==> src/rtl/uart_rx_con.sv <==
// 8N1 UART receiver: 2-flop input synchronizer, mid-bit sampling FSM and a
// single-byte holding register with read-to-clear status flags.
module uart_rx_con #(
  parameter int unsigned CLKS_PER_BIT = 434
) (
  input  logic       clk,
  input  logic       reset,
  input  logic       rx,
  input  logic       rd,
  output logic [7:0] data_out,
  output logic       rx_full,
  output logic       rx_done,
  output logic       frame_err,
  output logic       overrun
);

  localparam logic [15:0] BIT_LAST  = 16'(CLKS_PER_BIT - 1);
  localparam logic [15:0] HALF_LAST = 16'(CLKS_PER_BIT / 2 - 1);

  typedef enum logic [1:0] {IDLE, START, DATA, STOP} state_t;

  state_t      state, state_n;
  logic [15:0] cnt, cnt_n;
  logic [2:0]  idx, idx_n;
  logic [7:0]  shift;
  logic        rx_meta, rx_sync;
  logic        brk, brk_n;
  logic        sample_bit, frame_ok, frame_bad;

  // Synchronizer resets to the idle-high line level so reset never looks like a start bit.
  always_ff @(posedge clk) begin
    if (reset) begin
      rx_meta <= 1'b1;
      rx_sync <= 1'b1;
    end else begin
      rx_meta <= rx;
      rx_sync <= rx_meta;
    end
  end

  // NOTE: sequential state uses non-blocking assignments only, so every flop
  // samples the pre-edge value of every other flop.
  always_ff @(posedge clk) begin
    if (reset) begin
      state <= IDLE;
      cnt   <= '0;
      idx   <= '0;
      brk   <= 1'b0;
    end else begin
      state <= state_n;
      cnt   <= cnt_n;
      idx   <= idx_n;
      brk   <= brk_n;
    end
  end

  // NOTE: every variable gets a default before the case so no path infers a latch.
  always_comb begin
    state_n    = state;
    cnt_n      = cnt + 16'd1;
    idx_n      = idx;
    brk_n      = brk;
    sample_bit = 1'b0;
    frame_ok   = 1'b0;
    frame_bad  = 1'b0;
    unique case (state)
      IDLE: begin
        cnt_n = '0;
        // After a low stop bit (break) wait for the line to go high before re-arming.
        if (rx_sync)   brk_n   = 1'b0;
        else if (!brk) state_n = START;
      end
      START: begin
        if (cnt == HALF_LAST) begin
          cnt_n   = '0;
          idx_n   = '0;
          state_n = rx_sync ? IDLE : DATA;
        end
      end
      DATA: begin
        if (cnt == BIT_LAST) begin
          cnt_n      = '0;
          sample_bit = 1'b1;
          idx_n      = idx + 3'd1;
          if (idx == 3'd7) state_n = STOP;
        end
      end
      STOP: begin
        if (cnt == BIT_LAST) begin
          cnt_n   = '0;
          state_n = IDLE;
          if (rx_sync) begin
            frame_ok = 1'b1;
          end else begin
            frame_bad = 1'b1;
            brk_n     = 1'b1;
          end
        end
      end
      default: state_n = IDLE;
    endcase
  end

  // Holding register and status flags; a flag being set wins over rd clearing it.
  always_ff @(posedge clk) begin
    if (reset) begin
      shift     <= '0;
      data_out  <= '0;
      rx_full   <= 1'b0;
      rx_done   <= 1'b0;
      frame_err <= 1'b0;
      overrun   <= 1'b0;
    end else begin
      if (sample_bit) shift[idx] <= rx_sync;
      rx_done <= frame_ok;
      if (frame_ok) data_out <= shift;

      if (frame_ok)  rx_full <= 1'b1;
      else if (rd)   rx_full <= 1'b0;

      if (frame_ok && rx_full && !rd) overrun <= 1'b1;
      else if (rd)                    overrun <= 1'b0;

      if (frame_bad) frame_err <= 1'b1;
      else if (rd)   frame_err <= 1'b0;
    end
  end

endmodule

==> config.mk <==
export PLATFORM = sky130hd
export DESIGN_NAME = uart_rx_con
export DESIGN_NICKNAME = d
export VERILOG_FILES = /design/src/rtl/uart_rx_con.sv
export SDC_FILE = /design/constraint.sdc
export NUM_CORES = 1
export LEC_CHECK = 0
export ABC_AREA = 1
export BUFFER_PORTS_ARGS = -buffer_cell sky130_fd_sc_hd__buf_4
export CAP_MARGIN = 30
export CORE_MARGIN = 3
export CORE_UTILIZATION = 39
export DETAILED_ROUTE_END_ITERATION = 12
export GPL_TIMING_DRIVEN = 1
export HOLD_SLACK_MARGIN = 0.05
export SYNTH_ARGS = -nofsm -noshare
export SYNTH_HDL_FRONTEND = slang
export SYNTH_SLANG_ARGS = --single-unit
==> constraint.sdc <==
create_clock -name clk -period 1.46 [get_ports clk]
set_input_delay 0 -clock clk [delete_from_list [all_inputs] [get_ports clk]]
set_output_delay 0 -clock clk [all_outputs]
set_load 0.005 [all_outputs]
Word level (Yosys, flattened, before mapping) --
Cells that the tools add are included.
Storage, ports and cells: bits in registers 44, input bits 4, output and inout bits 12
Operators by class: add/sub/neg operators 2, magnitude comparators 2, eq/ne operators 14, mux-type cells 33, reduce and logical (&&, ||, !) cells 14
Operator list (count):
- $pmux 16 s3 | 1
- $mux 16 | 2
- $add 16x1->16 const B | 1
- $eq 16x8->1 const B | 1
- $eq 16x9->1 const B | 1
- $mux 1 | 16
- $ne 2x2->1 const B | 8
- $mux 2 | 7
- $reduce_bool 2->1 | 5
- $bwmux 8 | 1
- $pmux 2 s4 | 1
- $mux 3 | 2
- $pmux 3 s2 | 1
- $reduce_and 6->1 | 1
- $eq 2x2->1 const B | 2
- $lt 3x4->1 const B | 1
- $reduce_and 4->1 | 1
- $add 3x1->3 const B | 1
- $demux 1 s3 | 1
- $eq 3x3->1 const B | 1
- $ge 3x1->1 const B | 1
- $logic_and 1x1->1 | 3
- $reduce_and 3->1 | 1
- $eq 2x1->1 const B | 1
- 4 further kinds | 4

Longest topological paths before layout --
word-level depth 6, mapped depth 12

Worst setup path after synthesis --
No wires, ideal clock.
path type register to register, start register cnt[0], end register data_out[1], library setup time 0.117 ns, arrival 1.385 ns, setup slack -0.042 ns, cell stages (with the launch flop) 9, path buffers 0, clock period less this slack 1.502 ns, cell sequence dfxtp_1 ha_1 inv_1 nor4_1 nand2_1 inv_1 nand3_1 nor2_1 nor2_1
On the way: longest elaborated chain between the ends 3
Ends and longest elaborated chain:
- from (decl) | RTL line 23 | logic [15:0] cnt, cnt_n;
- from (signal assigned) | RTL line 51 | cnt <= cnt_n;
- $eq 16x9->1 | RTL line 89 | if (cnt == BIT_LAST) begin
- $mux 1 | RTL line 89
- $mux 1 | RTL line 66 | unique case (state)
- to (signal assigned) | RTL line 116 | if (frame_ok) data_out <= shift;
- to (decl) | RTL line 10 | output logic [7:0] data_out,
No other way between the ends. A chain may end at the register's enable or synchronous reset.

Worst setup path in the final report --
start register cnt[1], end register cnt[11]
On the way: longest elaborated chain between the ends 3
Ends and longest elaborated chain:
- $add 16x1->16, or another cell as far along | RTL line 60 | cnt_n = cnt + 16'd1;
- $mux 16, on equally long branches | RTL line 81, 89, 74
- $pmux 16 s3 * | RTL line 66
Every way passes the cells marked *; elsewhere a longest branch is shown, timed or not.

==> impl_summary.log <==
INFO  metric avgSynthCellArea = between 7 and 8 um^2
INFO  metric tightestPinTransition = just over 0.4 ns
INFO  metric synth_flop_cell = dfxtp_1
INFO  metric synthesis.area = 2100 um^2
INFO  metric max_cap_viol_count = 0
INFO  metric timing.critical_path.max_delay_family = simple AND/OR/NAND/NOR gates
INFO  metric place_hpwl = 3310 um
INFO  metric routed_wire_length_per_instance = 11.8 um
INFO  metric final_antenna_net_count = 0
INFO  metric post_dp_cell_area = between 2000 and 3000 um^2
INFO  metric final_hold_viol_count = 0
INFO  metric max_slew_violations = 0
INFO  metric cts_buffer_depth = 2
INFO  metric rsz_0062_raised_after_global_routing = true
INFO  metric cellPowerDensity = slightly below 800 nW/um^2
INFO  metric standard_cell_rows = 26
INFO  metric setup.worst_path.end_class = flop
INFO  metric critPathSlowestCell = dfxtp_2
INFO  metric pre_repair_dr_iteration_count = 4
INFO  metric num_antenna_cells = 0
INFO  metric synth.top_cells.by_area = dfxtp_1 42%, nand2_1 7.9%, nor2_1 7.5%
INFO  metric cts_htree_levels = 2
INFO  metric seq_area_frac_synth = 0.420
INFO  metric share_of_the_synthesized_area_in_the_top_cell_type = 0.420
INFO  metric failed_checks = negative setup slack
INFO  metric layout_cells_sized_above_1 = 0.477
INFO  metric cts.clk_slew.worst_paths = ~0.080 ns
INFO  metric max_clock_freq = between 600 and 700 MHz
INFO  metric grt-ovfl-total = 0
INFO  metric largest_net_degree_at_the_start_of_global_routing = 14
INFO  metric grt_first_pass_wirelength = 7980 um
INFO  metric nNetsFinal = about 350
INFO  metric worstPathBufferInverterCount = 4
INFO  metric cp_data_required_time = 1.70 ns
INFO  metric number_of_global_route_vias_before_repair = about 1800
INFO  metric worst_clock_skew = around 0.0083 ns
INFO  metric drc_errors = 0
INFO  metric clock_tree_from_tritoncts = yes
INFO  metric timing.final.crit_share = 1.04
INFO  metric timing.critical_path.arrival = about 1.8 ns
INFO  metric global_route.usage.total = 0.162
INFO  metric synth-simple-area-share = 0.356
INFO  metric ys_warn_count = 0
INFO  metric stdcell_count = just over 400
INFO  metric synthesis.instances = 280
INFO  metric post_synth_mux_area_share = 0
INFO  metric ir_worst_vdd = around 0.00045 V
INFO  metric netlist-cell-type-count = 32
INFO  metric crit_chain = inv_2, ha_4, inv_4, nor2_4, nand2_2, nor2_4, nand2_4, inv_4, o21ai_4, nand2_4, buf_6, nor2_2
INFO  metric synth-compound-area-share = 0.100
INFO  metric grt_antenna_before_repair = 0
INFO  metric starting_utilization_of_the_core_area = 0.406
INFO  metric synth_xor_xnor_area_share = 0.0250
INFO  metric final-setup-viol-count = 22
INFO  metric worst-path-max-fanout = 5
INFO  metric core = 5170 um^2
INFO  metric synth_edf_count = 0
INFO  metric clkLatencyLatePin = around 0.30 ns
INFO  metric cts_buffers = 5
INFO  metric num_io_pins = 16
INFO  metric post-place-cells = between 300 and 400
INFO  metric yosysTopAreaCell = dfxtp_1
INFO  metric async_sr_flop_fraction = 0
INFO  metric report.power.total = 2500 uW
INFO  metric stdcell_area = 3150 um^2
INFO  metric totalWireLength = a little under 5000 um
INFO  metric maxSlewHeadroom = 0.725
INFO  metric via_count = around 2000
INFO  metric worst_hold_path_type = reg2reg
INFO  metric area_growth_syn_to_layout = 50.1%
INFO  metric outcome = complete, but fails checks
INFO  metric die-width = 79.4 um
INFO  metric period_needed = 1.52 ns
INFO  metric postSynthNetCount = 289
INFO  metric fin_ws = -0.0569 ns
INFO  metric main_combinational_cell_family_by_area_after_synthesis = simple AND/OR/NAND/NOR gates
INFO  metric fp.dieH = 79.4 um
INFO  metric port_buffers = 15
INFO  metric cts_root_buffer = clkbuf_8
INFO  metric timing.critical_path.slowest_cell_delay = around 0.35 ns
INFO  metric routabilityCongestion = 0.822
INFO  metric synth_adder_area_share = 0.0298
INFO  metric critPathLaunchType = flop
INFO  metric power.static_leakage = ~0.0013 uW
INFO  metric drt-initial-drc-count = between 80 and 90
INFO  metric worstSetupPathType = reg2reg
INFO  metric vias_per_cell = between 4 and 5
INFO  metric dp_worst_setup_slack = -0.179 ns
INFO  metric design.die.area = between 6000 and 7000 um^2
INFO  metric synth-seq-cells = 44
INFO  metric synth.cells.most_frequent = 44 x dfxtp_1, 44 x nand2_1, 42 x nor2_1, 26 x inv_1, 24 x nand3_1
INFO  metric cts.sink_count = 44
-- flip-flops by register name, indices dropped and copies added (netlist names), 3 cells and up, named ones only --
| register | flops |
|---|---|
| data_out | 8 |
| shift | 8 |
| idx | 3 |
| cnt | 16 |
-- logic make-up (layout without fill, tap and decap cells) --
logic type / Yosys count / in the layout
adder cells (fa/ha/maj): 5 / 5
XOR/XNOR: 6 / 6
flip-flops: 44 / 44
AO/OA/AOI/OAI: 37 / 37
AND/OR/NAND/NOR: 152 / 153
buffers and inverters: 36 / 99
-- worst register-to-register path: stages (launching register included) --
cell and delay, ns:
dfxtp_2 0.35, inv_2 0.05, ha_4 0.16, inv_4 0.06, nor2_4 0.03, nand2_2 0.08
nor2_4 0.04, nand2_4 0.08, inv_4 0.05, o21ai_4 0.21, nand2_4 0.13, buf_6 0.14
nor2_2 0.08
-- path summary, 6_finish.rpt --
kind              depth (start not counted)     from  slack (ns)       to
hold / removal                            1  rx_meta        0.42  rx_sync
hold reg to reg                           1  rx_meta        0.42  rx_sync
setup / recovery                         12   cnt[1]       -0.06  cnt[11]
setup reg to reg                         12   cnt[1]       -0.06  cnt[11]
-- metal layers --
layer / part of all wire / global-route usage / vias to the layer above
met4: 0.020 / 0.0619 / 0
met5: 0 / 0 / -
met1: 0.50 / 0.221 / 929
met3: 0.026 / 0.0350 / 9
met2: 0.45 / 0.248 / 26
li1: - / - / 1043
-- layout by cell type, fill, tap and decap left out, drive strengths merged --
| cell | Yosys | layout |
|---|---|---|
| buf | 2 | 58 |
| nor2 | 58 | 58 |
| nand2 | 48 | 49 |
| dfxtp | 44 | 44 |
| inv | 30 | 30 |
| nand3 | 26 | 26 |
| a21oi | 17 | 17 |
| o21ai | 14 | 14 |
| nand4 | 8 | 8 |
| clkbuf | 4 | 5 |
| nor3 | 5 | 5 |
| ha | 5 | 5 |
| a211oi | 4 | 4 |
| dlygate4sd3 | 0 | 4 |
| xnor2 | 3 | 3 |
| nor3b | 3 | 3 |
| or2 | 3 | 3 |
| xor2 | 3 | 3 |
| bufinv | 0 | 2 |
| nor4 | 1 | 1 |
| o21bai | 1 | 1 |
| o22ai | 1 | 1 |
-- power breakdown --
group          internal [uW]  switching [uW]  leakage, uW
clock network            673             399    0.0000642
logic                   93.0             109     0.000840
registers               1210            15.8     0.000359
total                   1970             525      0.00126
-- stage by stage --
step	util	TNS, ns	hold slack (ns)
4_1_cts	0.576	-0.649	0.419
5_1_grt	0.609	-4.33	0.454
3_3_place_gp	0.499	-1.91	0.186
3_5_place_dp	0.499	-2.61	0.188
6_report	0.609	-0.624	0.417
2_1_floorplan	-	0	0.104
-- repair_timing --
| item | in CTS | in global routing |
|---|---|---|
| hold buffers | 4 | 0 |
| setup endpoints to repair | 32 | 42 |
| cloned | 1 | 0 |
| gates resized for setup | 56 | 49 |
| pin swaps | 27 | 24 |
| endpoints found under the hold margin | 13 | 0 |
| buffers inserted | 5 | 1 |
-- area by class of cell --
type,count,area [um^2]
multi-input combinational,201,1380
fill,433,2020
timing repair buffer,62,534
clock inverter,2,60.1
sequential,44,897
clock buffer,5,68.8
tap,70,87.6
inverter,30,125
Power figures use the tool's default switching activity.
